File: src/rtl/pagerank_pkg.sv
// Shared types and helpers for the PageRank engine.
// Holds the FSM state enum, unit/initial rank helpers and width helpers.
package pagerank_pkg;

   typedef enum logic [2:0] {
      S_IDLE,
      S_INIT,
      S_ACCUM,
      S_WRITE,
      S_CHECK,
      S_DONE
   } state_e;

   function automatic int clog2(input int v);
      int r;
      r = 0;
      for (int i = 0; i < 31; i++)
         if ((1 << i) < v) r = i + 1;
      return r;
   endfunction

   // ONE = 2^width, the Q0.width value of 1.0
   function automatic longint one(input int width);
      return longint'(1) << width;
   endfunction

   function automatic longint init_rank(input int width, input int n);
      return one(width) / n;
   endfunction

   // N terms below ONE plus the teleport term fit with one spare bit
   function automatic int acc_w(input int width, input int n);
      return width + clog2(n) + 1;
   endfunction

endpackage

File: src/rtl/pagerank_if.sv
// Control/config/read-port bundle of the PageRank engine.
// master drives start, config and rd_addr; slave returns status and rd_data.
interface pagerank_if
   import pagerank_pkg::*;
#(
   parameter int N      = 16,
   parameter int WIDTH  = 16,
   parameter int ITER_W = 8
) ();
   localparam int AW = clog2(N);

   logic                 start;
   logic [N*N-1:0]       adjacency;
   logic [N*WIDTH-1:0]   weights;
   logic [WIDTH-1:0]     damping;
   logic [WIDTH-1:0]     tol;
   logic [ITER_W-1:0]    max_iter;
   logic                 busy;
   logic                 done;
   logic                 converged;
   logic [ITER_W-1:0]    iter_count;
   logic [AW-1:0]        rd_addr;
   logic [WIDTH-1:0]     rd_data;

   modport master (
      output start, adjacency, weights, damping, tol, max_iter, rd_addr,
      input  busy, done, converged, iter_count, rd_data
   );

   modport slave (
      input  start, adjacency, weights, damping, tol, max_iter, rd_addr,
      output busy, done, converged, iter_count, rd_data
   );
endinterface

File: src/rtl/pagerank_mac.sv
// Registered multiply-accumulate with saturating read-out.
// clr loads init, en adds (gain*w*r)>>2W; sat is acc clamped to 2^W-1.
module pagerank_mac
   import pagerank_pkg::*;
#(
   parameter int N     = 16,
   parameter int WIDTH = 16
) (
   input  logic             clk,
   input  logic             reset,
   input  logic             clr,
   input  logic             en,
   input  logic [WIDTH-1:0] init,
   input  logic [WIDTH:0]   gain,
   input  logic [WIDTH-1:0] w,
   input  logic [WIDTH-1:0] r,
   output logic [WIDTH-1:0] sat
);
   localparam int AW = acc_w(WIDTH, N);
   localparam int PW = 3 * WIDTH + 1;

   logic [PW-1:0]  prod;
   logic [WIDTH:0] term;
   logic [AW-1:0]  acc_q, acc_d;

   assign prod = PW'(gain) * PW'(w) * PW'(r);
   assign term = (WIDTH + 1)'(prod >> (2 * WIDTH));

   always_comb begin
      acc_d = acc_q;
      if (clr)
         acc_d = AW'(init);
      else if (en)
         acc_d = acc_q + AW'(term);
   end

   always_ff @(posedge clk or posedge reset) begin
      if (reset) acc_q <= '0;
      else       acc_q <= acc_d;
   end

   assign sat = (|acc_q[AW-1:WIDTH]) ? '1 : acc_q[WIDTH-1:0];

endmodule

File: src/rtl/pagerank_engine.sv
// Jacobi PageRank iteration engine, one MAC per cycle, double-buffered ranks.
// Ports: clk, reset (async, high), bus (pagerank_if slave: start/config in, status and rank read out).
module pagerank_engine
   import pagerank_pkg::*;
#(
   parameter int N      = 16,
   parameter int WIDTH  = 16,
   parameter int ITER_W = 8
) (
   input logic       clk,
   input logic       reset,
   pagerank_if.slave bus
);
   localparam int LG = clog2(N);
   localparam logic [WIDTH-1:0] INIT_R = WIDTH'(init_rank(WIDTH, N));
   localparam logic [WIDTH:0]   ONE_V  = (WIDTH + 1)'(one(WIDTH));

   state_e state_q, state_d;

   logic [N*N-1:0]     adj_q, adj_d;
   logic [N*WIDTH-1:0] w_q, w_d;
   logic [WIDTH-1:0]   d_q, d_d;
   logic [WIDTH-1:0]   tol_q, tol_d;
   logic [WIDTH-1:0]   maxd_q, maxd_d;
   logic [ITER_W-1:0]  maxit_q, maxit_d;
   logic [ITER_W-1:0]  iter_q, iter_d;
   logic               conv_q, conv_d;
   logic               sel_q, sel_d;
   logic [LG-1:0]      p_q, p_d;
   logic [LG-1:0]      k_q, k_d;
   logic [WIDTH-1:0]   bank_q [2][N];
   logic [WIDTH-1:0]   bank_d [2][N];

   logic               busy, done, accept, mac_clr, mac_en;
   logic               last_k, last_p, conv_now, finish;
   logic [ITER_W-1:0]  iter_inc;
   logic [WIDTH-1:0]   mac_sat, old_p, delta;

   assign last_k   = (k_q == LG'(N - 1));
   assign last_p   = (p_q == LG'(N - 1));
   assign iter_inc = iter_q + ITER_W'(1);
   assign conv_now = (maxd_q <= tol_q);
   assign finish   = conv_now || (iter_inc == maxit_q);
   assign old_p    = bank_q[sel_q][p_q];
   assign delta    = (mac_sat >= old_p) ? mac_sat - old_p
                                        : old_p - mac_sat;

   pagerank_mac #(.N(N), .WIDTH(WIDTH)) u_mac (
      .clk   (clk),
      .reset (reset),
      .clr   (mac_clr),
      .en    (mac_en),
      .init  (d_q >> LG),
      .gain  (ONE_V - {1'b0, d_q}),
      .w     (w_q[k_q*WIDTH +: WIDTH]),
      .r     (bank_q[sel_q][k_q]),
      .sat   (mac_sat)
   );

   always_ff @(posedge clk or posedge reset) begin
      if (reset) state_q <= S_IDLE;
      else       state_q <= state_d;
   end

   always_comb begin
      state_d = state_q;
      unique case (state_q)
         S_IDLE:  if (bus.start) state_d = S_INIT;
         S_INIT:  state_d = S_ACCUM;
         S_ACCUM: if (last_k) state_d = S_WRITE;
         S_WRITE: state_d = last_p ? S_CHECK : S_ACCUM;
         S_CHECK: state_d = finish ? S_DONE : S_ACCUM;
         S_DONE:  state_d = bus.start ? S_INIT : S_IDLE;
         default: state_d = S_IDLE;
      endcase
   end

   // The accumulator is preloaded in every cycle that precedes k = 0
   always_comb begin
      busy    = 1'b0;
      done    = 1'b0;
      accept  = 1'b0;
      mac_clr = 1'b0;
      mac_en  = 1'b0;
      unique case (state_q)
         S_IDLE:  accept = bus.start;
         S_INIT:  begin busy = 1'b1; mac_clr = 1'b1; end
         S_ACCUM: begin
            busy   = 1'b1;
            mac_en = adj_q[{p_q, k_q}] && (k_q != p_q);
         end
         S_WRITE: begin busy = 1'b1; mac_clr = 1'b1; end
         S_CHECK: begin busy = 1'b1; mac_clr = 1'b1; end
         S_DONE:  begin done = 1'b1; accept = bus.start; end
         default: ;
      endcase
   end

   always_comb begin
      adj_d   = adj_q;
      w_d     = w_q;
      d_d     = d_q;
      tol_d   = tol_q;
      maxit_d = maxit_q;
      maxd_d  = maxd_q;
      iter_d  = iter_q;
      conv_d  = conv_q;
      sel_d   = sel_q;
      p_d     = p_q;
      k_d     = k_q;
      bank_d  = bank_q;
      if (accept) begin
         adj_d   = bus.adjacency;
         w_d     = bus.weights;
         d_d     = bus.damping;
         tol_d   = bus.tol;
         maxit_d = (bus.max_iter == '0) ? ITER_W'(1) : bus.max_iter;
      end
      unique case (state_q)
         S_INIT: begin
            for (int i = 0; i < N; i++)
               bank_d[sel_q][i] = INIT_R;
            iter_d = '0;
            conv_d = 1'b0;
            maxd_d = '0;
            p_d    = '0;
            k_d    = '0;
         end
         S_ACCUM: k_d = k_q + LG'(1);
         S_WRITE: begin
            bank_d[~sel_q][p_q] = mac_sat;
            if (delta > maxd_q) maxd_d = delta;
            p_d = p_q + LG'(1);
            k_d = '0;
         end
         S_CHECK: begin
            sel_d  = ~sel_q;
            iter_d = iter_inc;
            conv_d = conv_now;
            p_d    = '0;
            if (!finish) maxd_d = '0;
         end
         default: ;
      endcase
   end

   always_ff @(posedge clk or posedge reset) begin
      if (reset) begin
         adj_q   <= '0;
         w_q     <= '0;
         d_q     <= '0;
         tol_q   <= '0;
         maxit_q <= '0;
         maxd_q  <= '0;
         iter_q  <= '0;
         conv_q  <= 1'b0;
         sel_q   <= 1'b0;
         p_q     <= '0;
         k_q     <= '0;
         for (int i = 0; i < N; i++) begin
            bank_q[0][i] <= INIT_R;
            bank_q[1][i] <= INIT_R;
         end
      end else begin
         adj_q   <= adj_d;
         w_q     <= w_d;
         d_q     <= d_d;
         tol_q   <= tol_d;
         maxit_q <= maxit_d;
         maxd_q  <= maxd_d;
         iter_q  <= iter_d;
         conv_q  <= conv_d;
         sel_q   <= sel_d;
         p_q     <= p_d;
         k_q     <= k_d;
         bank_q  <= bank_d;
      end
   end

   assign bus.busy       = busy;
   assign bus.done       = done;
   assign bus.converged  = conv_q;
   assign bus.iter_count = iter_q;
   assign bus.rd_data    = bank_q[sel_q][bus.rd_addr];

endmodule

File: src/flat_wrapper.sv
// flat-port wrapper written by rule: the top's interface ports become plain ports
module pagerank_engine_flat import pagerank_pkg::*;
#(
   parameter int N      = 16,
   parameter int WIDTH  = 16,
   parameter int ITER_W = 8
)
  (clk, reset, bus_start, bus_adjacency, bus_weights, bus_damping, bus_tol, bus_max_iter, bus_rd_addr, bus_busy, bus_done, bus_converged, bus_iter_count, bus_rd_data);
  pagerank_if #(.N(N), .WIDTH(WIDTH), .ITER_W(ITER_W)) bus_i ();
  input logic clk;
  input logic reset;
  input wire logic [$bits(bus_i.start)-1:0] bus_start;
  input wire logic [$bits(bus_i.adjacency)-1:0] bus_adjacency;
  input wire logic [$bits(bus_i.weights)-1:0] bus_weights;
  input wire logic [$bits(bus_i.damping)-1:0] bus_damping;
  input wire logic [$bits(bus_i.tol)-1:0] bus_tol;
  input wire logic [$bits(bus_i.max_iter)-1:0] bus_max_iter;
  input wire logic [$bits(bus_i.rd_addr)-1:0] bus_rd_addr;
  output wire logic [$bits(bus_i.busy)-1:0] bus_busy;
  output wire logic [$bits(bus_i.done)-1:0] bus_done;
  output wire logic [$bits(bus_i.converged)-1:0] bus_converged;
  output wire logic [$bits(bus_i.iter_count)-1:0] bus_iter_count;
  output wire logic [$bits(bus_i.rd_data)-1:0] bus_rd_data;
  assign bus_i.start = bus_start;
  assign bus_i.adjacency = bus_adjacency;
  assign bus_i.weights = bus_weights;
  assign bus_i.damping = bus_damping;
  assign bus_i.tol = bus_tol;
  assign bus_i.max_iter = bus_max_iter;
  assign bus_i.rd_addr = bus_rd_addr;
  assign bus_busy = bus_i.busy;
  assign bus_done = bus_i.done;
  assign bus_converged = bus_i.converged;
  assign bus_iter_count = bus_i.iter_count;
  assign bus_rd_data = bus_i.rd_data;
  pagerank_engine #(.N(N), .WIDTH(WIDTH), .ITER_W(ITER_W)) u_core (.clk(clk), .reset(reset), .bus(bus_i));
endmodule
File: config.mk
export PLATFORM = sky130hd
export DESIGN_NAME = pagerank_engine_flat
export DESIGN_NICKNAME = d
export VERILOG_FILES = /design/src/rtl/pagerank_pkg.sv /design/src/rtl/pagerank_if.sv /design/src/rtl/pagerank_mac.sv /design/src/rtl/pagerank_engine.sv /design/src/flat_wrapper.sv
export SDC_FILE = /design/constraint.sdc
export NUM_CORES = 2
export LEC_CHECK = 0
export CORE_UTILIZATION = 46
export DETAILED_ROUTE_END_ITERATION = 10
export PLACE_DENSITY = 0.68
export SYNTH_ARGS = -nofsm -noshare
export SYNTH_HDL_FRONTEND = slang
export SYNTH_SLANG_ARGS = --single-unit
File: constraint.sdc
create_clock -name clk -period 79.9 [get_ports clk]
set_input_delay 15.98 -clock clk [delete_from_list [all_inputs] [get_ports clk]]
set_output_delay 15.98 -clock clk [all_outputs]
set_load 0.02 [all_outputs]
==> impl_metrics.tcl <==
set metrics [dict create \
    synth_nets 9075 \
    end_kind "output port" \
    dieArea_sq_um 186200 \
    yosysSeqAreaShare_pct 33.13 \
    synth.most_common_cell "nand2_1" \
    ys_types 74 \
    worstPathCellList "clkbuf_8 -> buf_4 -> mux4_2 -> mux4_2 -> mux2_2 -> clkdlybuf4s50_1" \
    numCtsBuffers 118 \
    hp-class "flip-flop to flip-flop" \
    grt_pass1_vias 66110 \
    clk_path_buf_depth 3 \
    io_buffers 585 \
    vias 63380 \
    max_cap_violations 0 \
    die_w_um 431.5 \
    fin_worst_skew_ps 66.85 \
    netlist_area_sq_um 84870 \
    hold_viol_final 0 \
    fp-row-count 157 \
    synth_mux_area_share_pct 23.87 \
    postSynth.asyncResetShare_pct 100.0 \
    postCtsSetupRepairBufs 0 \
    overflow 0 \
    syn_avg_cell_area_sq_um 11.22 \
    drt-initial-drc-count 5809 \
    finalMaxSlewViolations 0 \
    io_pins 586 \
    synth_warnings 0 \
    p_per_area_nw_per_um2 12.43 \
    synth_top_area_cell "dfrtp_1" \
    synth_edf_count 0 \
    routedWlPerCell_um 26.19 \
    cts_root_buf "clkbuf_16" \
    stdcell_area_sq_um 97560 \
    antenna_found_initial 42 \
    p_total_mw 1.213 \
    drc 0 \
    critPathArrivalTime_ps 19870 \
    layout_min_cycle_time_ps 35850 \
    clkSlewWorstSetupHoldPaths_ps 70 \
    synth-simple-area-share_pct 8.535 \
    clkSinkCount 1122 \
    dpl.hpwl_mm 198.2 \
    drive_above_1_share_pct 20.04 \
    critical_path_class "input pin to output port" \
    start_util_pct 46.35 \
    worstPathMaxFanout 75 \
    coreArea_sq_um 183100 \
    synth.cells.most_frequent "nand2_1 (1,120), dfrtp_1 (1,090), inv_1 (824)" \
    hold_ws_ps 483.3 \
    drt-pass1-iter-count 6 \
    vias_per_cell 6.011 \
    hold_depth 1 \
    crit_path_frequent_cell "mux4_2" \
    grt_max_degree 209 \
    synthAdderAreaFrac_pct 19.71 \
    rsz0062_at_grt "false" \
    synthFlopType "dfrtp_1" \
    wirelength_mm 276.1 \
    start_kind "input pin" \
    ys_ff_latch 1122 \
    reg2reg_depth 66 \
    grt_pass1_wl_mm 416.2 \
    cp_slowest_cell "buf_4" \
    final.setup.tns_ps 0 \
    max-vdd-ir-drop_mv 0.01959 \
    synth_top_family_by_area "multiplexers" \
    area_growth_pct 14.95 \
    fillers 15770 \
    gp_congestion 0.9504 \
    cts_resized 0 \
    synthCells 7564 \
    cts_tree "built" \
    fmax_mhz 27.90 \
    max_stage_delay_ps 910 \
    synth_top_area_share_pct 32.14 \
    ctsHtreeMaxLevel 3 \
    layout.nets 9459 \
    status "completed" \
    tightest_slew_ps 1282 \
    ant_nets 0 \
    place_area_sq_um 93290 \
    synthXorXnorAreaFrac_pct 1.238 \
    synthTopCellsByArea "dfrtp_1 (32%), fa_1 (15%), mux4_2 (15%)" \
    die_y_um 431.5 \
    grt_usage_pct 29.71 \
    fin_crit_sh_pct 44.87 \
    required_ps 63920 \
    hold_buffers 0 \
    synth-compound-area-share_pct 7.527 \
    slew_headroom_pct 12.09 \
    setup_violations 0 \
    leakage_nw 44.39 \
    clock_latency_ps 790 \
]
state kept, by name (all words and copies together) (netlist names):
signal                 count
u_core.bank_q            512
u_core.maxd_q             16
u_core.u_mac.acc_q        21
u_core.w_q               256
u_core.tol_q              16
u_core.d_q                16
u_core.k_q                 4
u_core.bus.iter_count      8
u_core.p_q                 4
u_core.adj_q             256
u_core.sel_q               1
u_core.maxit_q             8
u_core.bus.converged       1
u_core.state_q             3
final timing paths:
check	startpoint	endpoint	slack [ps]
min reg2reg	u_core.u_mac.acc_q[20]$_DFFE_PP0P_	u_core.u_mac.acc_q[20]$_DFFE_PP0P_	480
min	u_core.u_mac.acc_q[20]$_DFFE_PP0P_	u_core.u_mac.acc_q[20]$_DFFE_PP0P_	480
max	bus_rd_addr[0]	bus_rd_data[12]	44050
max in group asynchronous	reset	u_core.w_q[52]$_DFFE_PP0P_	59900
min in group asynchronous	reset	u_core.maxit_q[4]$_DFFE_PP0P_	15760
max reg2reg	u_core.k_q[0]$_DFFE_PP0P_	u_core.u_mac.acc_q[20]$_DFFE_PP0P_	59130
cell families after synthesis:
group	count (synthesis)
buf+inv	1317
mux	1260
xor+xnor	120
simple gates	1675
compound gates	1118
flops	1122
fa+ha+maj	952
final cells by class:
type	instances	area (sq um)	share of cell area [%]
Antenna cell	31	77.57	0.07952
Clock buffer	161	3386	3.471
Clock inverter	59	807.0	0.8272
Inverter	826	3109	3.187
Multi-Input combinational cell	5125	51790	53.09
Sequential cell	1122	28140	28.85
Tap cell	2464	3083	3.160
Timing Repair Buffer	755	7163	7.343
cell usage in the layout, fill, tap and decap left out, types with 26 or more instances in the layout:
master | Yosys | layout
a21o_1 | 49 | 49
a21oi_1 | 181 | 180
and2_1 | 181 | 180
and3_1 | 29 | 28
buf_4 | 16 | 167
clkbuf_16 | 0 | 119
clkbuf_8 | 0 | 26
clkdlybuf4s50_1 | 0 | 582
dfrtp_1 | 1090 | 1082
dfstp_2 | 32 | 32
diode_2 | 0 | 31
fa_1 | 642 | 642
ha_1 | 310 | 310
inv_1 | 824 | 822
mux2_2 | 599 | 599
mux2i_1 | 110 | 110
mux4_2 | 551 | 551
nand2_1 | 1120 | 1120
nand2b_1 | 28 | 28
nand3_1 | 55 | 55
nor2_1 | 145 | 128
nor2b_1 | 44 | 43
o21ai_0 | 628 | 628
o21ai_1 | 35 | 35
xnor2_1 | 81 | 80
xor2_1 | 39 | 36
per-stage QoR:
stage               cells  worst slack, ps  util (%)
finish              10540            44050     53.29
global route        10540            43820     53.28
CTS                 10510            44050     53.24
detailed placement  10290            44060     50.95
global placement    10290            44110     50.95
floorplan            7564            32380         -
layer usage:
metal,vias to the layer above,track usage (%),routed length [um]
met3,872,6.984,25040
met4,14,17.78,18480
met1,32580,37.28,101700
met2,3206,46.87,130800
met5,-,0,95
li1,26700,-,-
where the power goes:
| group | total, mW | internal (mW) | switching, mW | leakage (nW) |
|---|---|---|---|---|
| Sequential | 0.568 | 0.568 | 0 | 15.4 |
| Clock | 0.599 | 0.349 | 0.250 | 2.06 |
| Combinational | 0.0461 | 0.0267 | 0.0194 | 26.9 |
| Total | 1.21 | 0.944 | 0.269 | 44.4 |
worst max-delay path, delay by kind of cell:
| family | cells | cell delay, ps |
|---|---|---|
| buffers and inverters | 3 | 2190 |
| muxes | 3 | 1560 |
No activity file was read; power rests on OpenSTA's default activity.
